<file path="config.mk">
export PLATFORM = sky130hd
export DESIGN_NAME = micro_sequencer
export DESIGN_NICKNAME = d
export VERILOG_FILES = /design/src/rtl/micro_sequencer.sv
export SDC_FILE = /design/constraint.sdc
export NUM_CORES = 1
export LEC_CHECK = 0
export CAP_MARGIN = 0
export CORE_MARGIN = 2
export CORE_UTILIZATION = 44
export CTS_BUF_LIST = sky130_fd_sc_hd__clkbuf_4 sky130_fd_sc_hd__clkbuf_8 sky130_fd_sc_hd__clkbuf_16
export CTS_CLUSTER_SIZE = 10
export DETAILED_ROUTE_END_ITERATION = 6
export DONT_BUFFER_PORTS = 1
export PLACE_DENSITY = 0.57
export RECOVER_POWER = 25
export SLEW_MARGIN = 20
export SYNTH_ARGS = -nofsm -noshare
export SYNTH_HDL_FRONTEND = slang
export SYNTH_SLANG_ARGS = --single-unit
</file>
<file path="constraint.sdc">
create_clock -name clk -period 5.27 [get_ports clk]
set_input_delay 0.7905 -clock clk [delete_from_list [all_inputs] [get_ports clk]]
set_output_delay 0.7905 -clock clk [all_outputs]
set_load 0.05 [all_outputs]
</file>
<file path="src/rtl/micro_sequencer.sv">
// Micro-program sequencer: holds the micro-PC feeding the microcode ROM, picks
// sequential or branch successors, and handshakes start/stall/halt with the host.
//
// state | meaning
// IDLE  | waiting for start; micro-PC parked at START_ADDR
// RUN   | ROM word at reg_out executes; PC advances unless halted or stalled
// WAIT  | datapath busy; current instruction held for re-issue
// DONE  | one-cycle completion pulse, then back to IDLE
module micro_sequencer #(
    parameter int PC_W       = 16,
    parameter int JADDR_W    = 7,
    parameter int START_ADDR = 0,
    parameter int CNT_W      = 16
) (
    input  logic               clk,
    input  logic               rstn,
    input  logic               start,
    input  logic               stall,
    input  logic               halt,
    input  logic               z_flag,
    input  logic               core_done,
    input  logic [1:0]         condition,
    input  logic               BT,
    input  logic [JADDR_W-1:0] jump_addr,
    output logic [PC_W-1:0]    reg_out,
    output logic               run,
    output logic               busy,
    output logic               done,
    output logic [CNT_W-1:0]   retired
);

    typedef enum logic [1:0] {
        S_IDLE = 2'd0,
        S_RUN  = 2'd1,
        S_WAIT = 2'd2,
        S_DONE = 2'd3
    } state_t;

    localparam logic [PC_W-1:0]  PC_START = PC_W'(START_ADDR);
    localparam logic [CNT_W-1:0] CNT_MAX  = '1;

    state_t            state;
    state_t            state_nxt;
    logic              cond_true;
    logic [PC_W-1:0]   next_pc;
    logic [CNT_W-1:0]  retired_inc;

    always_comb begin
        cond_true = 1'b1;
        case (condition)
            2'b00:   cond_true = 1'b1;
            2'b01:   cond_true = z_flag;
            2'b10:   cond_true = ~z_flag;
            default: cond_true = core_done;
        endcase
    end

    // Branch targets are zero-extended; sequential successor wraps naturally.
    assign next_pc     = (BT && cond_true) ? PC_W'(jump_addr) : reg_out + PC_W'(1);
    assign retired_inc = (retired == CNT_MAX) ? retired : retired + CNT_W'(1);

    always_ff @(posedge clk or negedge rstn) begin
        if (!rstn) begin
            state <= S_IDLE;
        end else begin
            state <= state_nxt;
        end
    end

    always_comb begin
        state_nxt = state;
        case (state)
            S_IDLE: if (start) state_nxt = S_RUN;
            S_RUN: begin
                if (halt)       state_nxt = S_DONE;
                else if (stall) state_nxt = S_WAIT;
                else            state_nxt = S_RUN;
            end
            S_WAIT: if (!stall) state_nxt = S_RUN;
            S_DONE: state_nxt = S_IDLE;
            default: state_nxt = S_IDLE;
        endcase
    end

    always_ff @(posedge clk or negedge rstn) begin
        if (!rstn) begin
            reg_out <= PC_START;
            retired <= '0;
        end else begin
            case (state)
                S_IDLE: begin
                    reg_out <= PC_START;
                    if (start) retired <= '0;
                end
                S_RUN: begin
                    if (halt) begin
                        retired <= retired_inc;
                    end else if (!stall) begin
                        reg_out <= next_pc;
                        retired <= retired_inc;
                    end
                end
                S_DONE: reg_out <= PC_START;
                default: ;
            endcase
        end
    end

    always_comb begin
        run  = (state == S_RUN);
        busy = (state != S_IDLE);
        done = (state == S_DONE);
    end

endmodule

</file>
# ---- After elaboration in Yosys (flattened, before gate mapping)
# Index checks and enable logic that the tools add are counted.
dict set report totals {
  in_bits 17
  out_inout_bits 35
  reg_bits 34
  elab_cells 42
}
dict set report op_classes {
  n_eq_ne 11
  n_bitwise 1
  n_addsub 2
  n_mux 15
  n_reduce_logical 10
}
# cell count
set op_table {}
lappend op_table {{$mux 16} 7}
lappend op_table {{$pmux 16 s2} 2}
lappend op_table {{$add 16x1->16 const B} 2}
lappend op_table {{$eq 16x16->1 const B} 1}
lappend op_table {{$mux 2} 4}
lappend op_table {{$ne 2x2->1 const B} 4}
lappend op_table {{$pmux 2 s4} 1}
lappend op_table {{$eq 2x2->1 const B} 3}
lappend op_table {{$reduce_and 3->1} 2}
lappend op_table {{$reduce_bool 2->1} 3}
lappend op_table {{$eq 2x1->1 const B} 2}
lappend op_table {{$logic_not 2->1} 2}
lappend op_table {{$ne 3x3->1 const B} 1}
lappend op_table {{$pmux 1 s3} 1}
lappend op_table {{$reduce_and 2->1} 1}
lappend op_table {{$reduce_or 2->1} 1}
lappend op_table {{$logic_and 1x1->1} 1}
lappend op_table {{$not 1->1} 1}

# ---- Longest topological paths before layout
dict set report depth {
  ltp_word 7
  ltp_mapped 8
  depth_no_buf 6
}

# ---- Worst setup path after synthesis
# No wires, ideal clock.
dict set report synth_path {
  path_type {register to register}
  from {register state[1]}
  to {register retired[0]}
  required_time_ps 5142
  stages_incl_launch_ff 7
  setup_slack_ps 2970
  setup_time_ps 128
  arrival_time_ps 2172
  n_path_buf 0
  period_less_slack_ps 2300
  cell_sequence {dfrtp_1 inv_1 ha_1 mux2i_2 or2_1 a41oi_4 mux2_1}
}
dict set report synth_via {
  elab_chain_len 3
  elab_cells_between_ends 7
  classes_between {eq/ne (3); mux (1); reduce/logical (3)}
}
# item line_no
set synth_lines {}
lappend synth_lines {{start, declared} 42} ;# state_t state;
lappend synth_lines {{start signal, assigned} 66} ;# state <= state_nxt;
lappend synth_lines {{$eq 2x1->1 (*)} -}
lappend synth_lines {{named net run} 26} ;# output logic run,
lappend synth_lines {{$ne 3x3->1 (no line) / $reduce_bool 2->1 (equally long branches)} -}
lappend synth_lines {{$reduce_and 3->1 (no line)} -}
lappend synth_lines {{end signal, assigned} 97} ;# retired <= retired_inc;
lappend synth_lines {{end signal, assigned} 100} ;# retired <= retired_inc;
lappend synth_lines {{end, declared} 29} ;# output logic [CNT_W-1:0] retired
# The timed path passes the listed nets; every way through them passes the cells marked *.
# A chain may end at the register's enable or synchronous reset.

# ---- Final worst setup path
# Same ends and word-level chain as after synthesis.

==> qor.yml <==
sta:
  fin_setup_tns_ns: 0
  maxSlewViolCount: 0
  worstMarginPinSlew_ns: 1.06
  hold_slack_ns: 0.195
  relSlewSlack_pct: 29.6
  setup_violations: 0
  fin_ws_ns: 2.40
  fmaxAchievable_ghz: 0.348
  hold_violations: 0
  clock_skew_ns: 0.00486
  min_period_ns: 2.87
  grt_setup_unrepaired: "no"
  post-route-period-util_pct: 54.5
critical_path:
  end_kind: "register"
  ff2ff_path_depth: 6
  r2r_slack_ns: 2.40
  critPathKind: "reg -> reg"
  r2r-start: "state[1]"
  crit_required_ns: 5.44
  path_max_fanout: 15
  r2r_end: "retired[0]"
  cp-start-kind: "register"
  crit_arrival_ns: 3.04
final_layout:
  stdcell_count: 298
  regArea_um2: 851
  fin_nets: 253
  fillers: 466
  multiInputGateArea_mm2: 0.00122
  syn2layout_area_growth_pct: 6.70
  antenna_cells: 0
  drive_gt1_share_pct: 10.8
flow_run:
  maxCapViolCount: 0
drt:
  drt_iter0_drc: 62
  wl_per_cell_um: 18.4
  vias: 1876
  drt-total-wl_mm: 5.47
  via_per_inst: 6.30
  drt.antenna.violating_nets: 0
  drc: 0
  dr.pass1.iters: 4
global_routing:
  grt_pass1_vias: 1932
  track_usage_pct: 21.3
  gr-usage-met1_pct: 24.7
  grt_max_degree: 35
  antenna_found_initial: 0
  grt_pass1_wl_mm: 9.12
  top_usage_layer: "met2"
  overflow: 0
  grt.met2_usage_pct: 36.0
  use_met3_pct: 6.37
synthesis:
  yosysWarnings: 0
  synthCells: 232
  seq_area_frac_synth_pct: 38.9
  async_flop_share_pct: 100
  synth.distinct_cells: 53
  synthAdderAreaFrac_pct: 3.44
  synth_fp_nets: 255
  synth_top_family_by_area: "simple AND/OR/NAND/NOR gates"
  synthFlopType: "dfrtp_1"
  synth_area_mm2: 0.00218
  synth_edf_count: 0
  yosys.area_share.simple_pct: 24.2
  synth_compound_area_share_pct: 21.2
  postSynthAreaPerCell_um2: 9.42
  muxShareOfSynthArea_pct: 7.16
  synth_seq_cells: 34
  synth_xor_area_share_pct: 0
clocking:
  cts_tree: "built"
  path_clk_slew_ns: 0.07
  clock-sinks: 34
  root_buffer: "clkbuf_8"
  htree_levels: 2
  clk_latency_ns: 0.28
  cts_resized: 0
  clockBufferDepth: 2
  cts_hold_buf: 0
  cts-buffers-inserted: 5
  postCtsSetupBuffers: 0
floorplanning:
  core_mm2: 0.00475
  die-area_mm2: 0.00554
  start_util_pct: 45.9
  die_h_um: 74.5
  die_x_um: 74.5
  io_pins: 52
  num_rows: 25
placement:
  place_congestion: 0.864
  dp_cells: 290
  io_buffers: 0
  place_ws_ns: 2.40
  dp_hpwl_mm: 3.97
power_and_ir_drop:
  p_per_area_mw_per_mm2: 525
  p_clk_share_pct: 18.5
  p_int_uw: 589
  switching_share_pct: 51.9
  leakage_uw: 0.00100
  seqPwrFrac_pct: 42.9
  combPwrFrac_pct: 38.6
  total_power_uw: 1220
  ir_drop_mv: 0.290
  power.switching_uw: 636
min_path:
  hold_class: "in -> async"
status:
  run_status: "finished clean"
==> stage by stage <==
| stage | util (%) | cell area, µm² |
|---|---|---|
| final | 49.0 | 2330 |
| after global routing | 49.0 | 2330 |
| after CTS | 49.0 | 2330 |
| after detailed placement | 46.7 | 2220 |
| after global placement | 46.7 | 2220 |
| after floorplan | - | 2180 |
==> cell usage after synthesis, types with 2 or more instances <==
master | instances | area, µm²
dfrtp_1 | 34 | 851
inv_1 | 15 | 56.3
a21oi_1 | 14 | 70.1
mux2i_1 | 12 | 120
nand3_1 | 12 | 60.1
nand2_1 | 11 | 41.3
nor2_1 | 10 | 37.5
and3_1 | 9 | 56.3
nand4_1 | 9 | 56.3
nor4_1 | 9 | 56.3
a31oi_1 | 7 | 43.8
o21ai_0 | 7 | 35.0
ha_1 | 6 | 75.1
o22ai_1 | 6 | 37.5
a211o_1 | 5 | 43.8
buf_2 | 5 | 25.0
o31ai_1 | 5 | 37.5
or3_1 | 5 | 31.3
or4_1 | 5 | 37.5
o2bb2ai_1 | 4 | 35.0
clkbuf_1 | 3 | 11.3
nor3_1 | 3 | 15.0
a41oi_1 | 2 | 17.5
and4_1 | 2 | 17.5
inv_2 | 2 | 7.51
nand3_2 | 2 | 20.0
o21ai_1 | 2 | 10.0
==> critical path: stages, from the launching register on <==
cell,delay (ns)
dfrtp_1,0.42
inv_1,0.10
ha_1,0.85
mux2i_2,0.34
or2_1,0.40
a41oi_4,0.28
mux2_1,0.35
==> power groups by stage <==
stage / Clock [µW] / Combinational [µW] / Sequential, µW
6_report: 227 / 472 / 525
5_1_grt: 248 / 521 / 536
4_1_cts: 235 / 472 / 524
3_5_place_dp: 0 / 471 / 529
3_3_place_gp: 0 / 459 / 526
2_1_floorplan: 0 / 392 / 502
==> cells in the final DEF (no fill, tap or decap), types with 2 or more instances in the layout <==
cell type	count
nand2_1	11
nand3_2	2
o21ai_0	7
o21ai_1	2
nand3_1	12
inv_1	15
clkbuf_8	8
and3_1	9
ha_1	6
a211o_1	5
and4_1	2
a21oi_1	14
or3_1	5
inv_2	2
nand4_1	9
mux2i_1	12
nor2_1	10
dfrtp_1	34
a31oi_1	7
o22ai_1	6
a41oi_1	2
nor3_1	3
or4_1	5
o31ai_1	5
o2bb2ai_1	4
nor4_1	9
==> layer usage <==
layer	wire [µm]	vias to the layer above
li1	-	897
met1	2220	913
met2	2780	60
met3	387	6
met4	77	0
met5	0	-
==> flip-flops by register name, indices dropped and copies added, names as in the netlist <==
register	flops
state	2
retired	16
reg_out	16
==> layout make-up <==
type,count,share of cell area [%]
tap,67,3.60
multi-input combinational,172,52.4
sequential,34,36.5
inverter,17,2.74
clock buffer,8,4.72
==> cell families after synthesis <==
kind of cell | after synthesis
and+or+nand+nor | 88
muxes | 15
buffers and inverters | 26
adders and majority gates | 6
DFF | 34
AOI/OAI and AO/OA | 63
==> how the worst max path moves through the flow <==
stage / startpoint / to / slack, ns / cells past startpoint
after floorplan: state[1] / retired[0] / 2.97 / 6
after global placement: state[1] / retired[0] / 2.48 / 6
after detailed placement: state[1] / retired[0] / 2.40 / 6
after CTS: state[1] / retired[0] / 2.39 / 6
after global routing: state[1] / retired[0] / 2.25 / 6
final: state[1] / retired[0] / 2.40 / 6
No activity file was read; power rests on OpenSTA's default activity.
